## config.mk

```make
export PLATFORM = sky130hd
export DESIGN_NAME = sevenseg_scan_decoder
export DESIGN_NICKNAME = d
export VERILOG_FILES = /design/src/rtl/sevenseg_scan_decoder.sv
export SDC_FILE = /design/constraint.sdc
export NUM_CORES = 1
export LEC_CHECK = 0
export BUFFER_PORTS_ARGS = -buffer_cell sky130_fd_sc_hd__buf_2
export CAP_MARGIN = 20
export CELL_PAD_IN_SITES_DETAIL_PLACEMENT = 1
export CELL_PAD_IN_SITES_GLOBAL_PLACEMENT = 2
export CORE_ASPECT_RATIO = 1.2
export CORE_MARGIN = 5
export CORE_UTILIZATION = 30
export DETAILED_ROUTE_END_ITERATION = 6
export PLACE_DENSITY = 0.59
export SLEW_MARGIN = 30
export SYNTH_ARGS = -nofsm -noshare
export SYNTH_HDL_FRONTEND = slang
export SYNTH_SLANG_ARGS = --single-unit
```

## constraint.sdc

```tcl
create_clock -name clock -period 3.05 [get_ports clock]
set_input_delay 0.61 -clock clock [delete_from_list [all_inputs] [get_ports clock]]
set_output_delay 0.61 -clock clock [all_outputs]
set_load 0.03 [all_outputs]
```

## src/rtl/sevenseg_scan_decoder.sv

```systemverilog
// Watches a multiplexed 4-digit seven-segment bus, decodes each settled digit and assembles
// frames. It reports the displayed 16-bit value with valid, error and stale flags.
module sevenseg_scan_decoder #(
  parameter int unsigned SETTLE  = 4,
  parameter int unsigned TIMEOUT = 65535
) (
  input  logic        clock,
  input  logic        reset_n,
  input  logic        a,
  input  logic        b,
  input  logic        c,
  input  logic        d,
  input  logic        e,
  input  logic        ff,
  input  logic        g,
  input  logic        dp,
  input  logic [3:0]  an,
  output logic [15:0] value,
  output logic [3:0]  dots,
  output logic        frame_valid,
  output logic        frame_err,
  output logic        stale
);

  localparam int unsigned CntW  = $clog2(SETTLE + 1);
  localparam int unsigned IdleW = $clog2(TIMEOUT + 1);

  // Sample layout: {an[3:0], a, b, c, d, e, f, g, dp}
  logic [11:0]      pins;
  logic [11:0]      s_q, s_d;
  logic [CntW-1:0]  cnt_q, cnt_d;
  logic [IdleW-1:0] idle_q, idle_d;
  logic [3:0]       seen_q, seen_d;
  logic [15:0]      nib_q, nib_d;
  logic [3:0]       dot_q, dot_d;
  logic [3:0]       err_q, err_d;
  logic [15:0]      value_q, value_d;
  logic [3:0]       dots_q, dots_d;
  logic             fv_q, fv_d;
  logic             ferr_q, ferr_d;
  logic             stale_q, stale_d;

  logic       sel_ok;
  logic [1:0] sel_idx;
  logic       stable;
  logic       capture;
  logic [3:0] dec_nib;
  logic       dec_err;
  logic [6:0] lit;

  assign pins = {an, a, b, c, d, e, ff, g, dp};
  assign lit  = ~s_q[7:1];

  always_comb begin
    sel_ok  = 1'b1;
    sel_idx = 2'd0;
    unique case (s_q[11:8])
      4'b1110: sel_idx = 2'd0;
      4'b1101: sel_idx = 2'd1;
      4'b1011: sel_idx = 2'd2;
      4'b0111: sel_idx = 2'd3;
      default: sel_ok  = 1'b0;
    endcase
  end

  // Lit segments as {a,b,c,d,e,f,g}
  always_comb begin
    dec_nib = 4'h0;
    dec_err = 1'b0;
    case (lit)
      7'h7E: dec_nib = 4'h0;
      7'h30: dec_nib = 4'h1;
      7'h6D: dec_nib = 4'h2;
      7'h79: dec_nib = 4'h3;
      7'h33: dec_nib = 4'h4;
      7'h5B: dec_nib = 4'h5;
      7'h5F: dec_nib = 4'h6;
      7'h70: dec_nib = 4'h7;
      7'h7F: dec_nib = 4'h8;
      7'h7B: dec_nib = 4'h9;
      7'h77: dec_nib = 4'hA;
      7'h1F: dec_nib = 4'hB;
      7'h4E: dec_nib = 4'hC;
      7'h3D: dec_nib = 4'hD;
      7'h4F: dec_nib = 4'hE;
      7'h47: dec_nib = 4'hF;
      default: dec_err = 1'b1;
    endcase
  end

  // Stability is judged on the sample about to be loaded versus the one held, so a pattern
  // first sampled on edge t reaches SETTLE (and is captured) on edge t+SETTLE.
  assign stable  = sel_ok && (pins == s_q);
  assign capture = stable && (cnt_q == CntW'(SETTLE - 1));

  always_comb begin
    s_d     = pins;
    cnt_d   = '0;
    idle_d  = idle_q;
    seen_d  = seen_q;
    nib_d   = nib_q;
    dot_d   = dot_q;
    err_d   = err_q;
    value_d = value_q;
    dots_d  = dots_q;
    fv_d    = 1'b0;
    ferr_d  = ferr_q;
    stale_d = stale_q;

    if (stable) begin
      cnt_d = (cnt_q == CntW'(SETTLE)) ? cnt_q : cnt_q + CntW'(1);
    end

    if (capture) begin
      idle_d                = '0;
      nib_d[sel_idx*4 +: 4] = dec_nib;
      dot_d[sel_idx]        = ~s_q[0];
      err_d[sel_idx]        = dec_err;
      seen_d[sel_idx]       = 1'b1;
      if (seen_d == 4'hF) begin
        value_d = nib_d;
        dots_d  = dot_d;
        ferr_d  = |err_d;
        fv_d    = 1'b1;
        stale_d = 1'b0;
        seen_d  = 4'h0;
        err_d   = 4'h0;
      end
    end else if (idle_q != IdleW'(TIMEOUT)) begin
      idle_d = idle_q + IdleW'(1);
      if (idle_q == IdleW'(TIMEOUT - 1)) begin
        seen_d  = 4'h0;
        err_d   = 4'h0;
        stale_d = 1'b1;
      end
    end
  end

  always_ff @(posedge clock or negedge reset_n) begin
    if (!reset_n) begin
      s_q     <= '1;
      cnt_q   <= '0;
      idle_q  <= '0;
      seen_q  <= '0;
      nib_q   <= '0;
      dot_q   <= '0;
      err_q   <= '0;
      value_q <= '0;
      dots_q  <= '0;
      fv_q    <= 1'b0;
      ferr_q  <= 1'b0;
      stale_q <= 1'b0;
    end else begin
      s_q     <= s_d;
      cnt_q   <= cnt_d;
      idle_q  <= idle_d;
      seen_q  <= seen_d;
      nib_q   <= nib_d;
      dot_q   <= dot_d;
      err_q   <= err_d;
      value_q <= value_d;
      dots_q  <= dots_d;
      fv_q    <= fv_d;
      ferr_q  <= ferr_d;
      stale_q <= stale_d;
    end
  end

  assign value       = value_q;
  assign dots        = dots_q;
  assign frame_valid = fv_q;
  assign frame_err   = ferr_q;
  assign stale       = stale_q;

endmodule
```

### Yosys cells after proc, flatten, opt, wreduce, memory -nomap -nowiden

Index checks and enable logic that the tools add are counted.

* memory bits (writable): 0
* bits in registers: 82
* output and inout port bits: 23
* memories: 0
* bits in latches: 0
* memory bits (read-only): 0

* $mul: 0
* equality and inequality tests: 28
* magnitude comparators: 2
* add/sub/neg operators: 3
* multiplexer cells: 25
* reductions and logical operators: 11
* bitwise gates (word level): 3
* divide/modulo/power cells: 0
* shift-type cells: 2

Operators with widths (number)
* 7-bit == test, second input constant: 12
* 4-bit case mux with 15 select lines: 1
* 4-bit negation with 34-bit output: 1
* 4-bit by 34-bit variable shift with 16-bit output, first input constant: 1
* 4-bit by 34-bit variable part select with 16-bit output: 1
* 16-bit two-way mux: 2
* 4-bit two-way mux: 6
* 7-bit by 6-bit == test with 1-bit output, second input constant: 3
* 16-bit by 1-bit adder with 16-bit output, second input constant: 1
* 16-bit bitwise mux: 1
* 16-bit == test, second input constant: 1
* 4-bit == test, second input constant: 4
* 16-bit inequality test, second input constant: 1
* 16-bit OR reduction: 1
* 12-bit == test: 1
* 1-bit two-way mux: 9
* 4-bit bitwise mux: 2
* 4-bit OR reduction: 2
* 7-bit by 5-bit == test with 1-bit output, second input constant: 1
* 7-bit NOT: 1
* 3-bit two-way mux: 2
* 2-bit case mux with 3 select lines: 1
* 4-bit by 3-bit == test with 1-bit output, second input constant: 1
* 4-bit bitwise OR: 1
* 13 further kinds: 17

### Depth between registers and ports, before layout

* depth after elaboration: 10
* depth in mapped cells: 10

### Worst setup path before layout

OpenSTA, ideal clock, no wires.

* path kind: register -> register
* start: reg s_q[11]
* end: reg seen_q[0]
* arrival: 2.316 ns
* required time: 2.921 ns
* cell stages (with the launch flop): 11
* library setup time: 0.129 ns
* buffers on the path: 2
* path slack: 0.606 ns
* path through: dfstp_2 xor2_1 nand3_1 inv_1 ha_1 clkbuf_1 o221ai_1 and4_1 buf_2 a21oi_1 nor2_1

* word-level cells in the longest chain between the ends: 10
* elaborated cells on any way between the ends: 22
* classes of those cells: order compare (2); eq/ne (6); mux (6); bitwise (1); reduce/logical (7)

Ends and longest elaborated chain
* from (decl): line 30 `logic [11:0] s_q, s_d;`
* from (signal assigned): line 141 `s_q <= '1;`
* from (signal assigned): line 154 `s_q <= s_d;`
* 4-bit by 3-bit == test with 1-bit output or 4-bit == test (tied branches): line 57 `unique case (s_q[11:8])`
* 2-bit case mux with 3 select lines: line 57
* 2-bit by 3-bit < comparator with 1-bit output (not written as such) or 2-bit by 1-bit greater-or-equal comparator with 1-bit output (tied branches): line 119 `seen_d[sel_idx] = 1'b1;`
* 1-bit logical AND (not written as such): line 119
* 1-bit two-way mux (not written as such): line 119
* 1-bit demux with 2-bit select: line 119
* 4-bit bitwise OR (no line)
* 4-bit == test: line 120 `if (seen_d == 4'hF) begin`
* 4-bit two-way mux: line 120
* 4-bit two-way mux: line 114 `if (capture) begin`
* to (signal assigned): line 157 `seen_q <= seen_d;`
* to (decl): line 33 `logic [3:0] seen_q, seen_d;`

Parallel ways exist; a longest one is shown, timed or not.
A chain may end at the register's enable or synchronous reset.

### Worst setup path after layout

* start: reg s_q[11]
* end: reg err_q[1]

* word-level cells in the longest chain between the ends: 10
* elaborated cells on any way between the ends: 23
* classes of those cells: order compare (2); eq/ne (6); mux (7); bitwise (1); reduce/logical (7)

Ends and longest elaborated chain
* 4-bit by 3-bit == test with 1-bit output or 4-bit == test (tied branches): line 57
* 2-bit case mux with 3 select lines: line 57
* 2-bit by 3-bit < comparator with 1-bit output (not written as such) or 2-bit by 1-bit greater-or-equal comparator with 1-bit output (tied branches): line 118, 119
* 1-bit logical AND (not written as such): line 118, 119
* 1-bit two-way mux (not written as such): line 118, 119
* 1-bit demux with 2-bit select: line 118, 119
* 4-bit bitwise OR (no line)
* 4-bit == test: line 120
* 4-bit two-way mux: line 120
* 4-bit two-way mux: line 114
* to (signal assigned): line 160 `err_q <= err_d;`
* to (decl): line 36 `logic [3:0] err_q, err_d;`

Parallel ways exist; a longest one is shown, timed or not.

==> impl_results.md <==
- Status: completed
- Worst path required time: ~3.3 ns
- First-pass GRT wire length: about 17 mm
- Clk Latency, worst-skew pair: about 0.34 ns
- Global route overflow: 0
- Cts-stage hold buffer count: 0
- Area of the multi-input gates: between 0.0015 and 0.002 sq mm
- Min Tclk post-route: approximately 2.8 ns
- Setup bufs post-CTS: 0
- Synthesized flop and latch total: a little over 80
- RSZ-0062 raised after global routing: false
- Diode count: 0
- Critical Path Start Type: register
- Via count: 3011
- Io pins: 37
- Asr flop ratio synth: 100.0%
- # fillers: ~1.5k
- Starting Density: a little under a third
- Largest net degree at the start of global routing: 76
- Leakage: about 2.2 nW
- H-tree depth: 3
- TritonRoute pass-1 iters: 4
- Kind of critical path: reg2reg
- Die area: around 0.016 sq mm
- Maxcap violations: 0
- Final setup viols: 0
- Worst reg2reg endpoint: err_q[1]
- Commonest register cell after synthesis: dfrtp_1
- Worst-margin pin slew: 0.7819 ns
- Row count: 47
- Initial antenna violation count: 0
- Mapped Nets: just under 400
- Max-slew violation count: 0
- Core outline area: ~0.014 sq mm
- Post-route ant nets: 0
- Wirelength per Cell: between 15 and 20 um
- Area Growth Syn to Fin: 17.04%
- Period utilisation layout: approximately nine tenths
- Sequential area share after synthesis: 50.09%
- CTS tree: done
- Arrival @ worst endpoint: ~3 ns
- Util after Layout: between 30 and 40%
- RR Startpoint: s_q[11]
- Hpwl dp: ~7.3 mm
- Clock Path Buffers: 2
- Worst Reg-to-Reg Cells: 7
- Most frequent cells in the layout: dfrtp_1, buf_2, nor2_1, o2bb2ai_1, nand3_1
- Placement Setup Slack: approximately 0.26 ns
- Cell Pwr Density: ~500 mW/mm^2
- Avg Inst Size Synth: approximately 11 sq um
- Crit-path max FO: 10
- Max Freq: between 300 and 400 MHz
- Die H: 138.5 um
- Maximum VDD drop: 0.2658 mV
- Via-per-instance ratio: roughly 5.1
- Total Neg Setup Slack: 0 ns
- Setup crit end kind: register
- Yosys cell types: 58
- Share of cells above drive strength 1: 20.48%
- Worst Clk Skew: 0.01098 ns
- Total Wirelength: just over 10 mm
- Buffers on Ports: 36
- HP Class: in2async
- Clock-pin slew on the worst setup and hold paths: 0.07 ns
- Post-route cell area: roughly 0.0048 sq mm
- Root buffer cell: clkbuf_16
- Residual DRC: 0
- Yosys warning count: 0
- Nets: about 440
- Final GP Congestion: ~0.72
- Final WS setup: 0.2780 ns
- Fin. Hold Viols: 0
- Cells after Synth: between 300 and 400
- CTS Sinks: just over 80
- Synthesized area: between 0.004 and 0.005 sq mm
- Number of global-route vias before repair: approximately 3.2k
- DIE WIDTH: 117.1 um
- Placed Area: ~0.0045 sq mm
- Post-CTS Resized: 0
- Rel. slew slack: roughly 47%
- Most common cell after layout, fill and taps aside: dfrtp_1
- Post-synth EDFFs: 0
- Total track usage: about an eighth
- Starting DRT DRC Count: 95
- CTS buffer count: 9
- R2R Setup Slk: 0.28 ns
- Register area: approximately 0.0021 sq mm
- Hold WS: around 0.30 ns
## routing by layer
metal	routed length (um)	vias to the layer above	GRT usage [%]	share of wire (%)
met4	114	0	4.710	1.1
met3	306	8	2.010	3.0
met5	0	-	0	0
li1	-	1428	-	-
met1	4906	1531	18.36	48
met2	4869	44	20.56	48
## how the worst max path moves through the flow
| stage | start | end | slack [ns] |
|---|---|---|---|
| after CTS | s_q[11] | err_q[1] | 0.25 |
| after global routing | s_q[11] | err_q[2] | 0.05 |
| after global placement | s_q[9] | err_q[2] | 0.41 |
| after detailed placement | s_q[11] | err_q[1] | 0.26 |
| final | s_q[11] | err_q[1] | 0.28 |
| after floorplan | s_q[11] | seen_q[0] | 0.61 |
## cell families after synthesis
kind of cell	share of synthesized area, %
mux	7.338
fa+ha+maj	2.729
compound gates	14.62
buf+inv	4.245
xor+xnor	6.155
flops	50.09
simple gates	14.83
## through the flow
stage	power, W	instances
floorplan	0.001210	375
global placement	0.001274	575
detailed placement	0.001276	575
CTS	0.002468	591
global route	0.002518	591
finish	0.002424	591
## power breakdown
| group | internal [W] | switching [W] |
|---|---|---|
| clock network | 0.000721 | 0.000451 |
| logic | 0.0000448 | 0.0000809 |
| registers | 0.00110 | 0.0000235 |
| total | 0.00187 | 0.000556 |
## layout make-up
| cell class | count | share of cell area, % |
|---|---|---|
| timing repair buffer | 45 | 5.518 |
| clock inverter | 6 | 1.865 |
| multi-input combinational | 256 | 39.02 |
| clock buffer | 10 | 4.741 |
| tap | 171 | 4.430 |
| sequential | 82 | 42.80 |
| inverter | 21 | 1.632 |
## worst max-delay path, cell delays in order (launching register included)
cell      delay [ns]
dfstp_2         0.58
xor2_1          0.15
nand3_1         0.21
ha_1            0.38
o221ai_1        0.49
and4_1          0.49
nand2_1         0.19
o22ai_1         0.20
## synth_stat cells (all sizes together) (2+ instances only)
library cell  count  area [sq um]
nand4             4         25.02
o2bb2ai          21         183.9
xnor2            14         122.6
o41ai             2         25.03
nand3b            2         15.01
a22o             10         87.58
nand3            22         127.6
a211oi            2         15.01
nor2b             2         12.51
buf              11         77.56
a31oi             2         12.51
a21oi            11         55.05
nor3b             2         15.01
o22a              2         17.52
or2               2         12.51
and4b             2         20.02
dfstp            12         315.3
and3              9         56.30
dfrtp            70          1752
inv              19         71.32
clkbuf            5         18.77
nor4              2         18.77
clkinv            2         7.510
o22ai             5         31.28
nor3              7         35.03
xor2             15         131.4
a22oi             6         45.04
ha                9         112.6
nor2             32         127.6
o221ai            2         17.52
o21ai             5         25.02
nand2            22         97.60
mux2i            10         100.1
mux2             18         202.7
## sequential cells by signal (all words and copies together) (netlist names)
name	cells
frame_valid	1
err_q	4
seen_q	4
dot_q	4
stale	1
dots	4
cnt_q	3
idle_q	16
s_q	12
nib_q	16
value	16
frame_err	1
No activity file was read; power rests on OpenSTA's default activity.
